==> src/rtl/seg_dyn_scan.sv <==
// seg_dyn_scan: converts a 20-bit binary value to six BCD digits with a
// sequential double-dabble engine and time-multiplexes them onto a 6-digit
// common-anode 7-segment display (sel/seg feed the 74HC595 shift driver).
//
// Conversion FSM
//   state | meaning
//   IDLE  | wait for new data (or pending first conversion), then capture
//   SHIFT | 20 double-dabble steps: add-3 on nibbles >= 5, shift left by 1
//   DONE  | copy the accumulator into the display register in one cycle
module seg_dyn_scan #(
    parameter logic [15:0] CNT_MAX = 16'd49_999
) (
    input  logic        sys_clk,
    input  logic        sys_rst_n,
    input  logic [19:0] data,
    input  logic [5:0]  point,
    input  logic        sign,
    input  logic        seg_en,
    output logic [5:0]  sel,
    output logic [7:0]  seg
);

    typedef enum logic [1:0] {IDLE, SHIFT, DONE} state_t;

    state_t      state, state_nxt;
    logic [19:0] data_last;
    logic [19:0] bin;
    logic [23:0] acc;
    logic [23:0] acc_adj;
    logic [23:0] disp_bcd;
    logic        pending;
    logic [4:0]  shift_cnt;
    logic        start;

    logic [15:0] scan_cnt;
    logic [2:0]  idx;
    logic [2:0]  msd;
    logic [3:0]  nib;
    logic [7:0]  seg_nxt;

    assign start = (data != data_last) || pending;

    function automatic logic [7:0] seg_code(input logic [3:0] n);
        case (n)
            4'd0:    seg_code = 8'hC0;
            4'd1:    seg_code = 8'hF9;
            4'd2:    seg_code = 8'hA4;
            4'd3:    seg_code = 8'hB0;
            4'd4:    seg_code = 8'h99;
            4'd5:    seg_code = 8'h92;
            4'd6:    seg_code = 8'h82;
            4'd7:    seg_code = 8'hF8;
            4'd8:    seg_code = 8'h80;
            4'd9:    seg_code = 8'h90;
            default: seg_code = 8'hFF;
        endcase
    endfunction

    // Conversion FSM state register
    always_ff @(posedge sys_clk or negedge sys_rst_n) begin
        if (!sys_rst_n) state <= IDLE;
        else            state <= state_nxt;
    end

    // Conversion FSM next-state logic
    always_comb begin
        state_nxt = state;
        case (state)
            IDLE:    if (start) state_nxt = SHIFT;
            SHIFT:   if (shift_cnt == 5'd0) state_nxt = DONE;
            DONE:    state_nxt = IDLE;
            default: state_nxt = IDLE;
        endcase
    end

    // Add-3 correction applied to every BCD nibble before each shift
    always_comb begin
        acc_adj = acc;
        for (int i = 0; i < 6; i++) begin
            if (acc[4*i +: 4] >= 4'd5) acc_adj[4*i +: 4] = acc[4*i +: 4] + 4'd3;
        end
    end

    // Double-dabble datapath; shift_cnt is a down-counter for the 20 steps
    always_ff @(posedge sys_clk or negedge sys_rst_n) begin
        if (!sys_rst_n) begin
            data_last <= '0;
            bin       <= '0;
            acc       <= '0;
            disp_bcd  <= '0;
            pending   <= 1'b1;
            shift_cnt <= '0;
        end else begin
            case (state)
                IDLE: begin
                    if (start) begin
                        bin       <= (data > 20'd999_999) ? 20'd999_999 : data;
                        data_last <= data;
                        pending   <= 1'b0;
                        acc       <= '0;
                        shift_cnt <= 5'd19;
                    end
                end
                SHIFT: begin
                    {acc, bin} <= {acc_adj[22:0], bin, 1'b0};
                    shift_cnt  <= shift_cnt - 5'd1;
                end
                DONE:    disp_bcd <= acc;
                default: ;
            endcase
        end
    end

    // Digit dwell counter and digit index; free-running even when disabled
    always_ff @(posedge sys_clk or negedge sys_rst_n) begin
        if (!sys_rst_n) begin
            scan_cnt <= '0;
            idx      <= '0;
        end else if (scan_cnt == CNT_MAX) begin
            scan_cnt <= '0;
            idx      <= (idx == 3'd5) ? 3'd0 : idx + 3'd1;
        end else begin
            scan_cnt <= scan_cnt + 16'd1;
        end
    end

    // Most significant shown digit: highest nonzero digit or highest point bit
    always_comb begin
        msd = 3'd0;
        for (int i = 0; i < 6; i++) begin
            if ((disp_bcd[4*i +: 4] != 4'd0) || point[i]) msd = 3'(i);
        end
    end

    // Segment pattern for the current digit: number, minus or blank, plus dp
    always_comb begin
        nib = disp_bcd[{idx, 2'b00} +: 4];
        if (idx <= msd)
            seg_nxt = seg_code(nib);
        else if (sign && (msd != 3'd5) && (idx == msd + 3'd1))
            seg_nxt = 8'hBF;
        else
            seg_nxt = 8'hFF;
        if (point[idx]) seg_nxt[7] = 1'b0;
    end

    // Registered display outputs; blanked one cycle after seg_en drops
    always_ff @(posedge sys_clk or negedge sys_rst_n) begin
        if (!sys_rst_n) begin
            sel <= '0;
            seg <= 8'hFF;
        end else if (!seg_en) begin
            sel <= '0;
            seg <= 8'hFF;
        end else begin
            sel <= 6'b000001 << idx;
            seg <= seg_nxt;
        end
    end

endmodule

==> config.mk <==
export PLATFORM = sky130hd
export DESIGN_NAME = seg_dyn_scan
export DESIGN_NICKNAME = d
export VERILOG_FILES = /design/src/rtl/seg_dyn_scan.sv
export SDC_FILE = /design/constraint.sdc
export NUM_CORES = 1
export LEC_CHECK = 0
export CAP_MARGIN = 20
export CORE_ASPECT_RATIO = 1.75
export CORE_MARGIN = 4
export CORE_UTILIZATION = 60
export CTS_CLUSTER_SIZE = 12
export DETAILED_ROUTE_END_ITERATION = 12
export PLACE_DENSITY = 0.9
export SYNTH_ARGS = -nofsm -noshare
export SYNTH_HDL_FRONTEND = slang
export SYNTH_SLANG_ARGS = --single-unit
==> constraint.sdc <==
create_clock -name sys_clk -period 6.73 [get_ports sys_clk]
set_clock_uncertainty 0.2 [all_clocks]
set_input_delay 1.6825 -clock sys_clk [delete_from_list [all_inputs] [get_ports sys_clk]]
set_output_delay 1.6825 -clock sys_clk [all_outputs]
set_load 0.1 [all_outputs]
==> parameters.txt, run 1 <==
Parameter                              Value

Clock network
  Clock tree from TritonCTS    done
  Clock root buffer    sky130_fd_sc_hd__clkbuf_16
  Post-CTS setup-driven buffer insertion count    0
  Max H-tree Level    4
  Worst skew pair latency    420 ps
  Sink Count    129
  # hold bufs at CTS    0
  Clock buffer depth    2
  Total of cells resized after clock tree synthesis    0
  Clock transition at the registers of the reported paths    60 ps
  Number of buffers added by the clock tree synthesis step    17

Place
  Routability congestion estimate    0.915
  Total of buffers placed on input and output ports    43
  Half-perimeter wire length after detailed placement    9.83 mm

Logic synthesis
  Post-synth cell types    57
  Flip-flop cell with the highest count after synthesis    sky130_fd_sc_hd__dfrtp_1
  Multiplexer share of the synthesized area    10.2%
  Post-synthesis area per instance    10.8 um^2
  Simple-gate area share of the yosys netlist    12.2%
  Number of standard cells after synthesis    599
  Post-Synth Adder-Cell Area    4.84%
  Fraction of synthesized cell area in xor and xnor cells    7.18%
  Main combinational cell family by area after synthesis    simple AND/OR/NAND/NOR gates
  Count of flip-flops with a built-in enable after synthesis    0
  Cell area after synthesis    6460 um^2
  Synth warnings    0
  Share of flip-flops with an asynchronous set or reset after synthesis    100%
  Sequential cell area fraction in the yosys report    50.1%
  Number of synthesized register bits    129
  Synthesized-area fraction occupied by ao, oa, aoi and oai cells    11.6%
  Net Count, Synth    654

Global routing
  Global-route wire length before repair    24.8 mm
  Overall global routing resource usage    24.9%
  Number of global-route vias before repair    5149
  Largest net degree at the start of global routing    80
  Aggregate global routing overflow    0
  Antenna violations before repair    0

Floorplanning
  Overall die area    12600 um^2
  Die Y    145 um
  Starting utilization of the core area    62.0%
  Core region area    10400 um^2
  Number of core rows    49
  Horizontal die dimension    86.5 um
  Number of I/O pins    44

Worst setup path
  Type of the setup path with the least slack    in -> reg
  Cell depth of the worst flop-to-flop path    9
  Category of cells accounting for the largest share of critical-path delay    compound AO/OA/AOI/OAI gates
  Slowest stage delay, CP    430 ps
  Sort of element at the start of the critical path    primary input
  CP Cell Sequence    clkdlybuf4s50_1 -> or4_1 -> nor4_1 -> o31ai_1 -> ha_1 -> nor2b_1 -> o21ai_0 -> a32oi_1 -> a211oi_2 -> o21ai_1
  Cell count along the critical path    10
  Slowest CP cell    sky130_fd_sc_hd__or4_1
  Arrival time of data at the critical path endpoint    4490 ps
  Buf/Inv on CP    1
  Required time of the critical path    6860 ps
  Capturing element type of the critical path    flop
  Critical Path Fanout Max    5

Detailed routing
  Routed Antenna Nets    0
  Detailed Route WL    15.1 mm
  DRC Markers    0
  Router iterations before antenna repair    5
  Routed WL per cell    19.4 um
  Via-to-Cell Ratio    6.22
  Initial drt markers    428
  Number of vias after detailed routing    4852

STA
  Min Hold Slack    291 ps
  Remaining max-slew budget at the tightest pin    33.2%
  Part of the cycle the worst path needs    64.8%
  Clock period minus final worst setup slack    4360 ps
  RSZ-0062 raised after global routing    no
  Maximum clock frequency    229 MHz
  # setup viols final    0
  Setup total negative slack    0 ps
  Final Hold Vio Count    0
  Final-report max-slew violation count    0
  Worst Tran Pin Value    996 ps

Pwr
  Worst IR Drop VDD    0.338 mV
  Total power    3.76 mW
  Power density over the cells    492 nW/um^2
  Static leakage    3.34 nW

Min path
  Hold Path Depth    1
  Classification of the worst-slack hold path    reg -> reg

Run status
  Result of the run    finished, final reports clean

Final layout
  Post-synthesis to final-layout area growth    18.3%
  Final Net Count    695
  Share of final-layout standard cells stronger than drive strength 1    15.3%
  # diodes    0

Job
  Number of max-capacitance violations reported    0
-- layout make-up --
cell class,count,area [um^2]
clock inverters,14,214
multi-input cells,407,2980
flip-flops and latches,129,3240
repair buffers,48,485
clock buffers,18,429
well taps,127,159
inverters,37,139
fillers,654,2780
-- cells by family after synthesis --
logic type      after synthesis
simple gates                164
fa+ha+maj                    25
flops                       129
mux                          54
buf+inv                      63
compound gates              111
xor+xnor                     53
-- metal layers --
layer	track usage, %	vias to the layer above	share of wire [%]
met5	0	-	0
met4	11.8	0	3.7
met3	5.45	53	4.6
met2	44.2	208	55
met1	27.6	2404	37
li1	-	2187	-
-- per-stage QoR --
step                cell area (um^2)  instances  worst slack [ps]  utilization [%]
floorplan                       6460        599              2890                -
global placement                6970        747              2290             66.9
detailed placement              6970        747              2120             66.9
CTS                             7620        779              2490             73.1
global route                    7640        780              2310             73.3
finish                          7640        780              2370             73.3
-- final timing paths --
kind	end	start	slack, ps
worst max register to register	seg[0]	disp_bcd[16]	3540
max in group asynchronous	acc[5]	sys_rst_n	3910
min in group asynchronous	acc[19]	sys_rst_n	1220
worst min-delay path	scan_cnt[0]	scan_cnt[0]	290
worst min register to register	scan_cnt[0]	scan_cnt[0]	290
worst max-delay path	seg[0]	point[4]	2370
-- cell usage after synthesis (4+ instances only) --
cell type                    n  area share, %
sky130_fd_sc_hd__dfrtp_1   120             46
sky130_fd_sc_hd__nand2_1    50            2.9
sky130_fd_sc_hd__mux2_2     41            7.1
sky130_fd_sc_hd__nor2_1     40            2.3
sky130_fd_sc_hd__inv_1      36            2.1
sky130_fd_sc_hd__o21ai_0    34            2.6
sky130_fd_sc_hd__xnor2_1    33            4.5
sky130_fd_sc_hd__ha_1       25            4.8
sky130_fd_sc_hd__xor2_1     20            2.7
sky130_fd_sc_hd__clkbuf_1   18            1.0
sky130_fd_sc_hd__o22ai_1    18            1.7
sky130_fd_sc_hd__nand3_1    17            1.3
sky130_fd_sc_hd__a21oi_1    15            1.2
sky130_fd_sc_hd__nor3_1     14            1.1
sky130_fd_sc_hd__dfstp_2     9            3.7
sky130_fd_sc_hd__a221o_1     8            1.2
sky130_fd_sc_hd__and2_1      8           0.77
sky130_fd_sc_hd__mux2i_1     8            1.2
sky130_fd_sc_hd__nand2b_1    8           0.77
sky130_fd_sc_hd__nand4_1     7           0.68
sky130_fd_sc_hd__buf_2       5           0.39
sky130_fd_sc_hd__o31ai_1     5           0.58
sky130_fd_sc_hd__o32ai_1     5           0.68
sky130_fd_sc_hd__a22o_1      4           0.54
sky130_fd_sc_hd__o21ai_1     4           0.31
-- worst register-to-register path, cell delays in order (launching register included) --
cell and delay, ps:
sky130_fd_sc_hd__dfrtp_1 400, sky130_fd_sc_hd__or4_1 550, sky130_fd_sc_hd__nor4_1 410, sky130_fd_sc_hd__o31ai_1 190, sky130_fd_sc_hd__ha_1 340, sky130_fd_sc_hd__nor2b_1 150, sky130_fd_sc_hd__o21ai_0 180, sky130_fd_sc_hd__a32oi_1 160
sky130_fd_sc_hd__a211oi_2 360, sky130_fd_sc_hd__o21ai_1 140
-- report_power, final --
part           internal [mW]  switching (mW)
Combinational          0.600           0.822
Sequential              1.09           0.246
Clock                  0.656           0.349
Total                   2.35            1.42
-- cell usage in the layout, fill, tap and decap left out, types with 17 or more instances in the layout --
cell	Yosys	routed
sky130_fd_sc_hd__xnor2_1	33	33
sky130_fd_sc_hd__nand2_1	50	50
sky130_fd_sc_hd__ha_1	25	25
sky130_fd_sc_hd__o21ai_0	34	34
sky130_fd_sc_hd__o22ai_1	18	18
sky130_fd_sc_hd__clkdlybuf4s50_1	0	42
sky130_fd_sc_hd__inv_1	36	36
sky130_fd_sc_hd__nor2_1	40	40
sky130_fd_sc_hd__clkbuf_16	0	17
sky130_fd_sc_hd__nand3_1	17	17
sky130_fd_sc_hd__dfrtp_1	120	120
sky130_fd_sc_hd__xor2_1	20	20
sky130_fd_sc_hd__mux2_2	41	41
-- state kept, by name (all words and copies together) (netlist names) --
signal,cells
seg,8
state,2
bin,20
sel,6
disp_bcd,24
data_last,20
pending,1
idx,3
shift_cnt,5
acc,24
scan_cnt,16
Note: power is estimated with default switching activity, not from simulation.
==> inputs of run 2 (changes only) <==
--- a/config.mk
+++ b/config.mk
@@ -8,10 +8,10 @@
 export CAP_MARGIN = 20
 export CORE_ASPECT_RATIO = 1.75
 export CORE_MARGIN = 4
-export CORE_UTILIZATION = 60
+export CORE_UTILIZATION = 59
 export CTS_CLUSTER_SIZE = 12
 export DETAILED_ROUTE_END_ITERATION = 12
-export PLACE_DENSITY = 0.9
+export PLACE_DENSITY = 0.89
 export SYNTH_ARGS = -nofsm -noshare
 export SYNTH_HDL_FRONTEND = slang
 export SYNTH_SLANG_ARGS = --single-unit
==> constraint.sdc (replaced) <==
create_clock -name sys_clk -period 4.37 [get_ports sys_clk]
set_clock_uncertainty 0.2 [all_clocks]
set_input_delay 1.0925 -clock sys_clk [delete_from_list [all_inputs] [get_ports sys_clk]]
set_output_delay 1.0925 -clock sys_clk [all_outputs]
set_load 0.1 [all_outputs]
==> run 2 against run 1 <==
Effect of this change:
- sequential power up 53%
- total power up 50%
- sequential share of layout area about the same
- worst hold slack worse by 6.7 ps
- non-clock buffer count up 3
- critical path type unchanged
- critical endpoint unchanged
- largest cell class unchanged
- highest routed layer unchanged
==> parameters.txt, run 2 (same netlist as run 1, synthesis figures left out) <==
Parameter                              Value

Run status
  Result of the run    finished, final reports clean

Worst setup path
  Required time of the critical path    4500 ps (-2360 ps)
  Type of the setup path with the least slack    in -> reg
  Critical Path Fanout Max    5 (unchanged)
  Arrival time of data at the critical path endpoint    3870 ps (-620 ps)
  Setup crit start    point[4]
  Origin of the critical flop-to-flop path    disp_bcd[16]
  Sort of element at the start of the critical path    primary input
  Capturing element type of the critical path    flop

Floorplanning
  Horizontal die dimension    87.1 um (+0.77%)
  Number of core rows    50 (+2.0%)
  Die Y    146 um (+0.80%)
  Core region area    10700 um^2 (+2.6%)
  Number of I/O pins    44 (unchanged)
  Starting utilization of the core area    60.4% (-1.6 points)
  Overall die area    12800 um^2 (+1.6%)

Pwr
  Worst IR Drop VDD    0.563 mV (+67%)
  Share of total power in the clock network    24.9% (-1.8 points)
  Static leakage    3.35 nW (+0.10%)
  Fraction of power consumed by sequential logic    36.3% (+0.8 points)
  Switching Power    2.11 mW (+49%)
  Power density over the cells    738 nW/um^2 (+50%)
  Proportion of power drawn by combinational gates    38.9% (+1.1 points)
  Total power    5.65 mW (+50%)
  Net switching share of the total power    37.4% (-0.22 points)
  Cell-internal power    3.53 mW (+51%)

Final layout
  Footprint of the multi-input gates    2980 um^2 (unchanged)
  Commonest non-fill, non-tap cells in the layout    sky130_fd_sc_hd__dfrtp_1 (120), sky130_fd_sc_hd__nand2_1 (50), sky130_fd_sc_hd__clkdlybuf4s50_1 (42), sky130_fd_sc_hd__mux2_2 (41), sky130_fd_sc_hd__nor2_1 (40)
  Post-synthesis to final-layout area growth    18.3% (about the same)
  Final Net Count    698 (+0.43%)
  Share of final-layout standard cells stronger than drive strength 1    15.4% (+0.082 points)
  Most common cell after layout, fill and taps aside    sky130_fd_sc_hd__dfrtp_1
  Total of fill cells in the finished design    686 (+4.9%)
  Registers with the most flip-flops    acc (24), disp_bcd (24)
  Area of all sequential standard cells    3240 um^2 (unchanged)
  # diodes    0 (unchanged)

Min path
  Classification of the worst-slack hold path    reg -> reg
  Beginning of the worst hold path    scan_cnt[0]

STA
  Part of the cycle the worst path needs    85.7%
  Maximum clock frequency    267 MHz
  Worst Tran Pin Value    975 ps (-20.7 ps)
  Final-report max-slew violation count    0 (unchanged)
  Remaining max-slew budget at the tightest pin    34.8% (+1.6 points)
  Clock period minus final worst setup slack    3740 ps
  Final Hold Vio Count    0 (unchanged)
  Setup total negative slack    0 ps (unchanged)
  # setup viols final    0 (unchanged)
  RSZ-0062 raised after global routing    no

Detailed routing
  Routed WL per cell    18.3 um (-5.6%)
  Initial drt markers    336 (-21%)
  Number of vias after detailed routing    4774 (-1.6%)
  Routed Antenna Nets    0 (unchanged)
  Router iterations before antenna repair    7 (+2)
  Via-to-Cell Ratio    6.07 (-2.4%)
  Detailed Route WL    14.4 mm (-4.8%)
  DRC Markers    0 (unchanged)

Global routing
  M2 GR Usage    41.5% (-2.7 points)
  Gr busiest metal    met2
  Global-route wire length before repair    23.2 mm (-6.6%)
  Aggregate global routing overflow    0 (unchanged)
  Fraction of met3 tracks used by global routing    6.44% (+0.99 points)
  Overall global routing resource usage    23.2% (-1.7 points)
  Number of global-route vias before repair    5043 (-2.1%)
  Met1 global-route usage    23.4% (-4.2 points)
  Largest net degree at the start of global routing    90 (+13%)
  Antenna violations before repair    0 (unchanged)

Clock network
  Clock root buffer    sky130_fd_sc_hd__clkbuf_16
  Clock tree from TritonCTS    done
  Total of cells resized after clock tree synthesis    0 (unchanged)
  # hold bufs at CTS    0 (unchanged)
  Clock buffer depth    2 (unchanged)
  Number of buffers added by the clock tree synthesis step    17 (unchanged)
  Sink Count    129 (unchanged)
  Clock transition at the registers of the reported paths    50 ps (about the same)
  Max H-tree Level    4 (unchanged)
  Post-CTS setup-driven buffer insertion count    0 (unchanged)
  Worst skew pair latency    410 ps (about the same)

Place
  Half-perimeter wire length after detailed placement    9.77 mm (-0.59%)
  Total of buffers placed on input and output ports    43 (unchanged)
  Routability congestion estimate    0.922 (+0.81%)

Job
  Number of max-capacitance violations reported    0 (unchanged)
[run 2: area by class of cell]
type	instances	area share, %
clock inverter	11	1.80
timing repair buffer	51	7.07
clock buffer	21	5.89
multi-input combinational	407	38.9
inverter	37	1.82
tap	130	2.13
sequential	129	42.4
[run 2: path summary, 6_finish.rpt]
| check | slack [ps] | to | cells after the start |
|---|---|---|---|
| max | 630 | seg[0] | 10 |
| max in group asynchronous | 2640 | acc[23] | 2 |
| min | 280 | scan_cnt[0] | 1 |
| min reg2reg | 280 | scan_cnt[0] | 1 |
| min in group asynchronous | 460 | scan_cnt[6] | 1 |
| max reg2reg | 1230 | seg[0] | 9 |
[run 2: critical path, stage by stage]
cell and delay, ps:
sky130_fd_sc_hd__clkdlybuf4s50_1 430, sky130_fd_sc_hd__or4_1 440, sky130_fd_sc_hd__nor4_1 490, sky130_fd_sc_hd__o31ai_1 190
sky130_fd_sc_hd__ha_1 330, sky130_fd_sc_hd__nor2b_1 130, sky130_fd_sc_hd__o21ai_0 190, sky130_fd_sc_hd__a32oi_1 140
sky130_fd_sc_hd__a211oi_2 310, sky130_fd_sc_hd__o21ai_1 130
[run 2: metal layers]
metal / share of wire, % / vias to the layer above
met5: 0 / -
met3: 5.5 / 56
met2: 55 / 186
met4: 4.4 / 0
li1: - / 2191
met1: 35 / 2341
[run 2: power groups by stage]
stage | Clock [mW] | Sequential [mW] | Combinational [mW]
after floorplan | 0 | 2.15 | 1.46
after global placement | 0 | 2.01 | 1.99
after detailed placement | 0 | 2.05 | 2.12
after CTS | 1.42 | 2.04 | 2.16
after global routing | 1.48 | 2.10 | 2.40
final | 1.40 | 2.05 | 2.20
[run 2: per-stage QoR]
step | area, um^2 | hold WS [ps] | util, % | cells | setup slack (ps)
after global placement | 7010 | 261 | 65.5 | 752 | 431
after detailed placement | 7010 | 278 | 65.5 | 752 | 304
after global routing | 7650 | 300 | 71.5 | 786 | 501
final | 7650 | 285 | 71.5 | 786 | 626
after floorplan | 6460 | 242 | - | 599 | 1120
after CTS | 7590 | 287 | 71.0 | 784 | 682
==> inputs of run 3 (changes only) <==
--- a/config.mk
+++ b/config.mk
@@ -11,6 +11,7 @@
 export CORE_UTILIZATION = 59
 export CTS_CLUSTER_SIZE = 12
 export DETAILED_ROUTE_END_ITERATION = 12
+export GPL_TIMING_DRIVEN = 0
 export PLACE_DENSITY = 0.89
 export SYNTH_ARGS = -nofsm -noshare
 export SYNTH_HDL_FRONTEND = slang
==> run 3 against run 2 <==
Effect of this change:
- non-clock buffer count up 19
- first-iteration DRC count fell by 17%
- final cell count up 2.4%
- register-to-register slack improved by 90 ps
- die area is the same
- core utilization rose by 0.99 points
- via count is 2.4% higher
- worst hold slack gained 2.9 ps
- design area increased by 1.4%
- largest cell class unchanged
- highest routed layer unchanged
==> parameters.txt, run 3 (same netlist as run 1, synthesis figures left out) <==
Parameter                              Value

Run status
  Result of the run    finished, final reports clean

Place
  Pre-CTS setup slack    358 ps (+53.2 ps)
  Routability congestion estimate    0.886 (-4.0%)
  Total of buffers placed on input and output ports    43 (unchanged)
  Half-perimeter wire length after detailed placement    10.6 mm (+8.5%)
  Total instance count after detailed placement    773 (+2.8%)
  Post-place instance area    7090 um^2 (+1.2%)

Min path
  Beginning of the worst hold path    bin[19]
  Endpoint, Worst Hold    acc[0]
  Classification of the worst-slack hold path    reg -> reg
  Hold Path Depth    2 (+1)

Worst setup path
  Flop2flop setup slack    1320 ps (+90 ps)
  Sort of element at the start of the critical path    primary input
  Origin of the critical flop-to-flop path    disp_bcd[16]
  Crit Reg-Reg Endpoint    seg[3]
  Arrival time of data at the critical path endpoint    3800 ps (-70 ps)
  Cell depth of the worst flop-to-flop path    9 (unchanged)
  Capturing element type of the critical path    flop
  Critical Path Fanout Max    5 (unchanged)
  Type of the setup path with the least slack    in -> reg
  Required time of the critical path    4500 ps (about the same)

Clock network
  Clock transition at the registers of the reported paths    50 ps (about the same)
  Max H-tree Level    4 (unchanged)
  Clock buffer depth    2 (unchanged)
  Total of cells resized after clock tree synthesis    0 (unchanged)
  Post-CTS setup-driven buffer insertion count    0 (unchanged)
  Clock tree from TritonCTS    done
  Sink Count    129 (unchanged)
  Number of buffers added by the clock tree synthesis step    17 (unchanged)
  Worst skew pair latency    420 ps (about the same)
  # hold bufs at CTS    0 (unchanged)
  Clock root buffer    sky130_fd_sc_hd__clkbuf_16

Floorplanning
  Horizontal die dimension    87.1 um (unchanged)
  Number of I/O pins    44 (unchanged)
  Die Y    146 um (unchanged)
  Starting utilization of the core area    60.4% (unchanged)
  Overall die area    12800 um^2 (unchanged)
  Number of core rows    50 (unchanged)
  Core region area    10700 um^2 (unchanged)

STA
  # setup viols final    0 (unchanged)
  RSZ-0062 raised after global routing    no
  Final-report max-slew violation count    0 (unchanged)
  Final Hold Vio Count    0 (unchanged)
  Min Hold Slack    288 ps (+2.95 ps)
  Maximum clock frequency    273 MHz (+2.1%)
  Worst Tran Pin Value    973 ps (-1.73 ps)
  Setup ws final    702 ps (+75.7 ps)
  Clock period minus final worst setup slack    3670 ps (-75.7 ps)
  Remaining max-slew budget at the tightest pin    34.9% (+0.12 points)
  Part of the cycle the worst path needs    83.9% (-1.7 points)

Global routing
  Aggregate global routing overflow    0 (unchanged)
  Overall global routing resource usage    25.6% (+2.4 points)
  Number of global-route vias before repair    5278 (+4.7%)
  Met1 global-route usage    25.5% (+2.1 points)
  Fraction of met3 tracks used by global routing    5.87% (-0.56 points)
  Largest net degree at the start of global routing    101 (+12%)
  Global-route wire length before repair    25.3 mm (+9.1%)
  Antenna violations before repair    0 (unchanged)
  Gr busiest metal    met2
  M2 GR Usage    45.9% (+4.4 points)

Detailed routing
  Routed WL per cell    19.0 um (+3.7%)
  Router iterations before antenna repair    6 (-1)
  Number of vias after detailed routing    4888 (+2.4%)
  Via-to-Cell Ratio    6.07 (about the same)
  DRC Markers    0 (unchanged)
  Routed Antenna Nets    0 (unchanged)
  Initial drt markers    279 (-17%)
  Detailed Route WL    15.3 mm (+6.2%)

Pwr
  Total power    5.88 mW (+4.1%)
  Worst IR Drop VDD    0.642 mV (+14%)
  Power density over the cells    758 nW/um^2 (+2.6%)
  Static leakage    3.38 nW (+1.1%)

Final layout
  # diodes    0 (unchanged)
  Number of non-filler instances in the completed layout    805 (+2.4%)
  Total of fill cells in the finished design    679 (-1.0%)
  Commonest non-fill, non-tap cells in the layout    sky130_fd_sc_hd__dfrtp_1 (120), sky130_fd_sc_hd__nand2_1 (50), sky130_fd_sc_hd__clkdlybuf4s50_1 (42), sky130_fd_sc_hd__mux2_2 (41), sky130_fd_sc_hd__nor2_1 (40)
  Registers with the most flip-flops    acc (24), disp_bcd (24)
  Share of final-layout standard cells stronger than drive strength 1    15.1% (-0.29 points)
  Non-Filler Cell Area, Final    7750 um^2 (+1.4%)
  Most common cell after layout, fill and taps aside    sky130_fd_sc_hd__dfrtp_1
  Final Net Count    717 (+2.7%)
  Post-synthesis to final-layout area growth    20.0%

Job
  Number of max-capacitance violations reported    0 (unchanged)
run 3: changes by cell type in the layout (fill, tap and decap cells not counted), moves of 2 or more:
cell,before,now
sky130_fd_sc_hd__buf_2,0,5
sky130_fd_sc_hd__buf_4,6,1
sky130_fd_sc_hd__buf_6,0,2
sky130_fd_sc_hd__bufinv_16,3,6
sky130_fd_sc_hd__clkbuf_1,3,20
sky130_fd_sc_hd__clkinv_2,5,0
sky130_fd_sc_hd__clkinv_4,0,2
sky130_fd_sc_hd__clkinvlp_4,3,5
run 3: how the worst max path moves through the flow:
| stage | to | startpoint | slack (ps) |
|---|---|---|---|
| floorplan | seg[2] | point[4] | 1120 |
| global placement | acc[6] | sys_rst_n | -2690 |
| detailed placement | seg[3] | point[4] | 360 |
| CTS | seg[3] | point[4] | 750 |
| global route | seg[0] | point[4] | 460 |
| finish | seg[3] | point[4] | 700 |
run 3: metrics by stage:
stage	util, %	TNS (ps)
floorplan	-	0
global placement	66.0	-332350
detailed placement	66.2	0
CTS	72.5	0
global route	72.5	0
finish	72.5	0
run 3: critical path, stage by stage:
cell                              delay (ps)
sky130_fd_sc_hd__clkdlybuf4s50_1         440
sky130_fd_sc_hd__or4_1                   460
sky130_fd_sc_hd__nor4_1                  380
sky130_fd_sc_hd__o31ai_1                 170
sky130_fd_sc_hd__ha_1                    330
sky130_fd_sc_hd__nor2b_1                 140
sky130_fd_sc_hd__o21ai_0                 180
sky130_fd_sc_hd__a32oi_1                 150
sky130_fd_sc_hd__a211oi_2                300
sky130_fd_sc_hd__o21ai_1                 130
run 3: layout make-up:
type	instances	area (um^2)	area share [%]
sequential	129	3240	41.8
multi-input combinational	407	2970	38.3
timing repair buffer	44	459	5.92
clock buffer	19	433	5.58
clock inverter	13	235	3.03
tap	130	163	2.10
inverter	37	139	1.79
buffer	26	115	1.48
run 3: power by group:
group / switching [mW] / internal, mW / leakage, nW
clock network: 0.526 / 1.07 / 0.306
registers: 0.363 / 1.68 / 1.59
logic: 1.30 / 0.937 / 1.49
total: 2.19 / 3.69 / 3.38
run 3: per-layer routing:
layer	up-vias	wire [um]
li1	2240	-
met1	2395	5240
met2	200	8600
met3	53	724
met4	0	736
met5	-	0
